==> src/rtl/seg_pkg.sv <==
// ============================================================================
//  seg_pkg : shared types and default constants for the seven-segment path
//  Revision: 1.0
// ============================================================================
`default_nettype none

package seg_pkg;

  typedef enum logic [0:0] {
    DRIVE = 1'b0,
    BLANK = 1'b1
  } seg_state_e;

  localparam int unsigned SEG_NUM_DIGITS   = 2;
  localparam int unsigned SEG_DWELL_CYCLES = 24000;
  localparam int unsigned SEG_BLANK_CYCLES = 480;

  typedef logic [3:0] nibble_t;

  // Counter width wide enough for the longer of the two intervals.
  function automatic int unsigned seg_cnt_width(input int unsigned a, input int unsigned b);
    int unsigned m;
    m = (a > b) ? a : b;
    return (m < 2) ? 1 : $clog2(m);
  endfunction

endpackage

`default_nettype wire

==> src/rtl/seg_tick_counter.sv <==
// ============================================================================
//  seg_tick_counter : up-counter with runtime terminal value; wraps to zero
//  and raises tc_o on the terminal count.  Revision: 1.0
// ============================================================================
`default_nettype none

module seg_tick_counter #(
  parameter int unsigned WIDTH = 8
) (
  input  logic             clk,
  input  logic             reset,
  input  logic [WIDTH-1:0] term_i,
  output logic             tc_o
);

  logic [WIDTH-1:0] cnt_q;
  logic [WIDTH-1:0] cnt_d;

  always_comb begin
    tc_o  = (cnt_q == term_i);
    cnt_d = tc_o ? '0 : cnt_q + WIDTH'(1);
  end

  always_ff @(posedge clk) begin
    if (!reset) begin
      cnt_q <= '0;
    end else begin
      cnt_q <= cnt_d;
    end
  end

endmodule

`default_nettype wire

==> src/rtl/seg_digit_mux.sv <==
// ============================================================================
//  seg_digit_mux : time-multiplexes NUM_DIGITS hex nibbles onto one decoder
//  with active-low anodes; SEG_DIGIT_MUX_BLANK_EN adds an all-off gap.
//  Revision: 1.0
// ============================================================================
`default_nettype none

module seg_digit_mux
  import seg_pkg::*;
#(
  parameter int unsigned NUM_DIGITS   = SEG_NUM_DIGITS,
  parameter int unsigned DWELL_CYCLES = SEG_DWELL_CYCLES,
  parameter int unsigned BLANK_CYCLES = SEG_BLANK_CYCLES
) (
  input  logic                          clk,
  input  logic                          reset,
  input  logic [4*NUM_DIGITS-1:0]       digits_i,
  output logic [3:0]                    s_o,
  output logic [NUM_DIGITS-1:0]         an_o,
  output logic [$clog2(NUM_DIGITS)-1:0] digit_idx_o,
  output logic                          frame_o
);

  localparam int unsigned IDX_W = $clog2(NUM_DIGITS);
  localparam int unsigned CNT_W = seg_cnt_width(DWELL_CYCLES, BLANK_CYCLES);
  localparam logic [CNT_W-1:0] DWELL_TERM = CNT_W'(DWELL_CYCLES - 1);
`ifdef SEG_DIGIT_MUX_BLANK_EN
  localparam bit               BLANK_EN   = 1'b1;
  localparam logic [CNT_W-1:0] BLANK_TERM = CNT_W'(BLANK_CYCLES - 1);
`else
  // BLANK only survives as the single post-reset cycle.
  localparam bit               BLANK_EN   = 1'b0;
  localparam logic [CNT_W-1:0] BLANK_TERM = '0;
`endif

  seg_state_e            state_q, state_d;
  logic [IDX_W-1:0]      idx_q, idx_d, idx_next;
  nibble_t               shadow_q [NUM_DIGITS];
  nibble_t               shadow_d [NUM_DIGITS];
  logic [3:0]            s_q, s_d;
  logic [NUM_DIGITS-1:0] an_q, an_d;
  logic [IDX_W-1:0]      didx_q, didx_d;
  logic                  frame_q, frame_d;
  logic [CNT_W-1:0]      term;
  logic                  tc;
  logic                  advance;

  assign term = (state_q == DRIVE) ? DWELL_TERM : BLANK_TERM;

  seg_tick_counter #(.WIDTH(CNT_W)) u_tick (
    .clk    (clk),
    .reset  (reset),
    .term_i (term),
    .tc_o   (tc)
  );

  always_comb begin
    state_d  = state_q;
    idx_d    = idx_q;
    shadow_d = shadow_q;
    s_d      = s_q;
    an_d     = an_q;
    didx_d   = didx_q;
    frame_d  = 1'b0;
    advance  = 1'b0;
    idx_next = (idx_q == IDX_W'(NUM_DIGITS - 1)) ? '0 : idx_q + IDX_W'(1);

    if (tc) begin
      if (state_q == DRIVE && BLANK_EN) begin
        state_d = BLANK;
        an_d    = '1;
      end else begin
        advance = 1'b1;
      end
    end

    if (advance) begin
      state_d        = DRIVE;
      idx_d          = idx_next;
      didx_d         = idx_next;
      an_d           = '1;
      an_d[idx_next] = 1'b0;
      // Frame start: capture all digits and bypass digit 0 straight to s.
      if (idx_next == '0) begin
        for (int k = 0; k < NUM_DIGITS; k++) begin
          shadow_d[k] = digits_i[4*k +: 4];
        end
        s_d     = digits_i[3:0];
        frame_d = 1'b1;
      end else begin
        s_d = shadow_q[idx_next];
      end
    end
  end

  always_ff @(posedge clk) begin
    if (!reset) begin
      state_q <= BLANK;
      idx_q   <= IDX_W'(NUM_DIGITS - 1);
      for (int k = 0; k < NUM_DIGITS; k++) begin
        shadow_q[k] <= '0;
      end
      s_q     <= '0;
      an_q    <= '1;
      didx_q  <= '0;
      frame_q <= 1'b0;
    end else begin
      state_q  <= state_d;
      idx_q    <= idx_d;
      shadow_q <= shadow_d;
      s_q      <= s_d;
      an_q     <= an_d;
      didx_q   <= didx_d;
      frame_q  <= frame_d;
    end
  end

  assign s_o         = s_q;
  assign an_o        = an_q;
  assign digit_idx_o = didx_q;
  assign frame_o     = frame_q;

endmodule

`default_nettype wire

==> config.mk <==
export PLATFORM = sky130hd
export DESIGN_NAME = seg_digit_mux
export DESIGN_NICKNAME = d
export VERILOG_FILES = /design/src/rtl/seg_pkg.sv /design/src/rtl/seg_tick_counter.sv /design/src/rtl/seg_digit_mux.sv
export SDC_FILE = /design/constraint.sdc
export NUM_CORES = 1
export LEC_CHECK = 0
export BUFFER_PORTS_ARGS = -buffer_cell sky130_fd_sc_hd__buf_2
export CORE_ASPECT_RATIO = 1.25
export CORE_UTILIZATION = 45
export CTS_BUF_LIST = sky130_fd_sc_hd__clkbuf_16
export DETAILED_ROUTE_END_ITERATION = 8
export GPL_TIMING_DRIVEN = 0
export MAX_ROUTING_LAYER = met4
export SETUP_SLACK_MARGIN = 0.3
export SLEW_MARGIN = 20
export SYNTH_ARGS = -nofsm -noshare
export SYNTH_HDL_FRONTEND = slang
export SYNTH_SLANG_ARGS = --single-unit
==> constraint.sdc <==
create_clock -name clk -period 3.95 [get_ports clk]
set_clock_uncertainty 0.2 [all_clocks]
set_input_delay 0.79 -clock clk [delete_from_list [all_inputs] [get_ports clk]]
set_output_delay 0.79 -clock clk [all_outputs]
set_load 0.02 [all_outputs]
==> results.toml <==
[outcome]
status = "finished, final reports clean"

[flow_run]
timing.max_cap.violations = 0

[global_routing]
globalRouteOverflowTotal = 0
first_global_vias = 988
grt_pass1_wl_um = 4490
grt_antenna_before_repair = 0
grt_util_all_layers_pct = 19.1
grt_max_degree = 17

[cells_and_area]
fillerInstances = 258
nNetsFinal = 173
final_common_cell = "dfxtp_1"
antenna_cells = 0
area_occupied_by_multi_input_gates_um2 = 702
final_cell_mix = "dfxtp_1, nand2_1, buf_2"
area_growth_syn_to_layout_pct = 17.6
layout-drive-gt1-share_pct = 23.6
sequential_cell_area_um2 = 561

[power_and_ir_drop]
power.static_leakage_uw = 0.000591
p_seq_share_pct = 35.3
power.density_cell_area_nw_per_um2 = 733
p_int_uw = 748
switching_power_uw = 393
comb_power_share_pct = 38.6
p_clk_share_pct = 26.2
ir_worst_vdd_v = 0.000480
switching_share_pct = 34.4

[worst_setup_path]
crit_path_buf_inv_count = 1
crit_family = "simple AND/OR/NAND/NOR gates"
crit_type = "reg2reg"
critical_path_peak_fanout = 10
chain_of_cells_forming_the_critical_path = "nor4_1 -> nand4_2 -> a211oi_4 -> buf_2 -> nor3_1"
critPathCaptureType = "register"
critPathLaunch = "u_tick.cnt_q[10]$_SDFF_PP0_"
timing.critical_path.slowest_cell_delay_ps = 480
required_ps = 3890
crit_path_top_delay_cell = "a211oi_4"
crit_arrival_ps = 2200
worstSetupStartpointType = "register"
r2r_start = "u_tick.cnt_q[10]$_SDFF_PP0_"

[floorplan]
dieArea_um2 = 3160
initial_utilization_pct = 48.4
placementRows = 21
pin_count = 18
floorplan_die_width_um = 50.5
die_height_um = 62.6
core-area_um2 = 2730

[yosys]
synthesis.area_per_instance_um2 = 9.46
synth.ff_latch_count = 28
synth_seq_area_share_pct = 42.3
synth.distinct_cells = 35
post_synth_inst_count = 140
netlist_area_um2 = 1320
yosys_warnings = 0
syn-num-nets = 151

[placed_design]
numPortBuffers = 17
post-dp-hpwl_um = 1880
globalplace.congestion = 0.824

[cts]
ctsHtreeMaxLevel = 1
cts.sink_count = 28
numCtsBuffers = 3
count_of_instances_resized_after_the_clock_tree_is_built = 0
clock_latency_ps = 260
cts_hold_buffers = 0
post-cts-setup-buffer-count = 0
tritoncts = "done"
clk_pin_slew_ps = 70
maximum_buffer_depth_of_the_clock_tree = 2
clock_tree.root_cell = "clkbuf_16"

[worst_hold_path]
hp-start = "s_o[1]$_SDFFE_PN0N_"
min-delay-path-class = "reg2reg"

[sta]
worst_slew_pin_slew_ps = 519
timing.final.crit_share_pct = 57.4
timing.slew.headroom_pct = 65.4
max_freq_mhz = 441
setup_viol_count_final = 0
final_report_hold_violation_count = 0
final.hold.worst_slack_ps = 260
setup-tns-final_ps = 0
min_period_ps = 2270
rsz0062_at_grt = "false"
final_slew_viol_count = 0

[route]
detailroute.via_count = 1030
average_wire_per_standard_cell_um = 13.1
initialDrtViolationCount = 19
drtAntennaViolNets = 0
detail_route.wirelength_um = 2550
residual_drc = 0
firstDrtPassIters = 4
route.detailed.vias_per_inst = 5.28
cells by family (layout without fill, tap and decap cells):
kind of cell,count (synthesis),after routing,share of synthesized area (%)
AND/OR/NAND/NOR,61,61,24.6
flip-flops,28,28,42.3
buffers and inverters,14,35,4.63
multiplexers,13,13,10.2
XOR/XNOR,12,12,7.94
AO/OA/AOI/OAI,11,11,9.36
adder cells (fa/ha/maj),1,1,0.945
routing by layer:
layer	wire, um	up-vias	track usage, %
li1	-	529	-
met1	1130	469	22.6
met2	1270	24	30.5
met3	74	8	2.43
met4	76	0	11.5
met5	0	-	-
registers in the layout, indices dropped and copies added (netlist names):
name / flops
u_tick.cnt_q: 15
an_o: 2
state_q: 1
s_o: 4
frame_o: 1
digit_idx_o: 1
shadow_q: 4
power groups by stage:
stage	clock (uW)	sequential (uW)	combinational, uW
after floorplan	0	432	321
after global placement	0	406	439
after detailed placement	0	408	445
after CTS	306	403	445
after global routing	317	414	485
final	298	402	440
worst paths after layout:
path / slack, ps / cells past startpoint / end
setup / recovery: 1680 / 5 / u_tick.cnt_q[4]$_SDFF_PP0_
hold reg to reg: 260 / 2 / s_o[1]$_SDFFE_PN0N_
hold / removal: 260 / 2 / s_o[1]$_SDFFE_PN0N_
setup reg to reg: 1680 / 5 / u_tick.cnt_q[4]$_SDFF_PP0_
area by class of cell:
class                           count  share of cell area (%)
Inverter                            6                    1.45
Clock buffer                        3                    4.82
Buffer                              8                    2.49
Timing Repair Buffer               17                    5.47
Tap cell                           34                    2.73
Multi-Input combinational cell     98                    45.1
Clock inverter                      1                    1.93
Sequential cell                    28                    36.0
worst reg2reg max path, stage by stage (launching register included):
cell and delay [ps]:
dfxtp_1 380, nor4_1 420, nand4_2 290, a211oi_4 490, buf_2 290, nor3_1 80
stage by stage:
| stage | instance area [um^2] | cells | util (%) | worst slack (ps) | power (uW) |
|---|---|---|---|---|---|
| after detailed placement | 1450 | 191 | 53.1 | 1730 | 853 |
| after global routing | 1560 | 195 | 57.0 | 1480 | 1220 |
| after floorplan | 1320 | 140 | - | 1910 | 752 |
| after CTS | 1560 | 195 | 57.0 | 1700 | 1150 |
| final | 1560 | 195 | 57.0 | 1680 | 1140 |
| after global placement | 1450 | 191 | 53.1 | 1690 | 845 |
synth_stat cells, drive strengths merged:
library cell | instances | area [um^2]
a21o | 1 | 7.51
xor2 | 1 | 8.76
a211oi | 2 | 27.5
xnor2 | 11 | 96.3
o31a | 1 | 8.76
o21ba | 1 | 10.0
mux2i | 9 | 90.1
ha | 1 | 12.5
nor2 | 4 | 15.0
a211o | 2 | 17.5
or4 | 2 | 15.0
or3b | 1 | 8.76
buf | 4 | 22.5
nor4 | 5 | 37.5
nand3b | 1 | 7.51
nor3 | 16 | 80.1
nand4 | 2 | 25.0
nand2 | 22 | 82.6
a21oi | 1 | 5.00
or2 | 1 | 6.26
dfxtp | 28 | 561
or3 | 1 | 6.26
nand3 | 5 | 35.0
clkbuf | 4 | 16.3
a2111oi | 2 | 42.5
o21ai | 1 | 5.00
inv | 6 | 22.5
mux2 | 4 | 45.0
and3 | 1 | 6.26
Note: power is estimated with default switching activity, not from simulation.
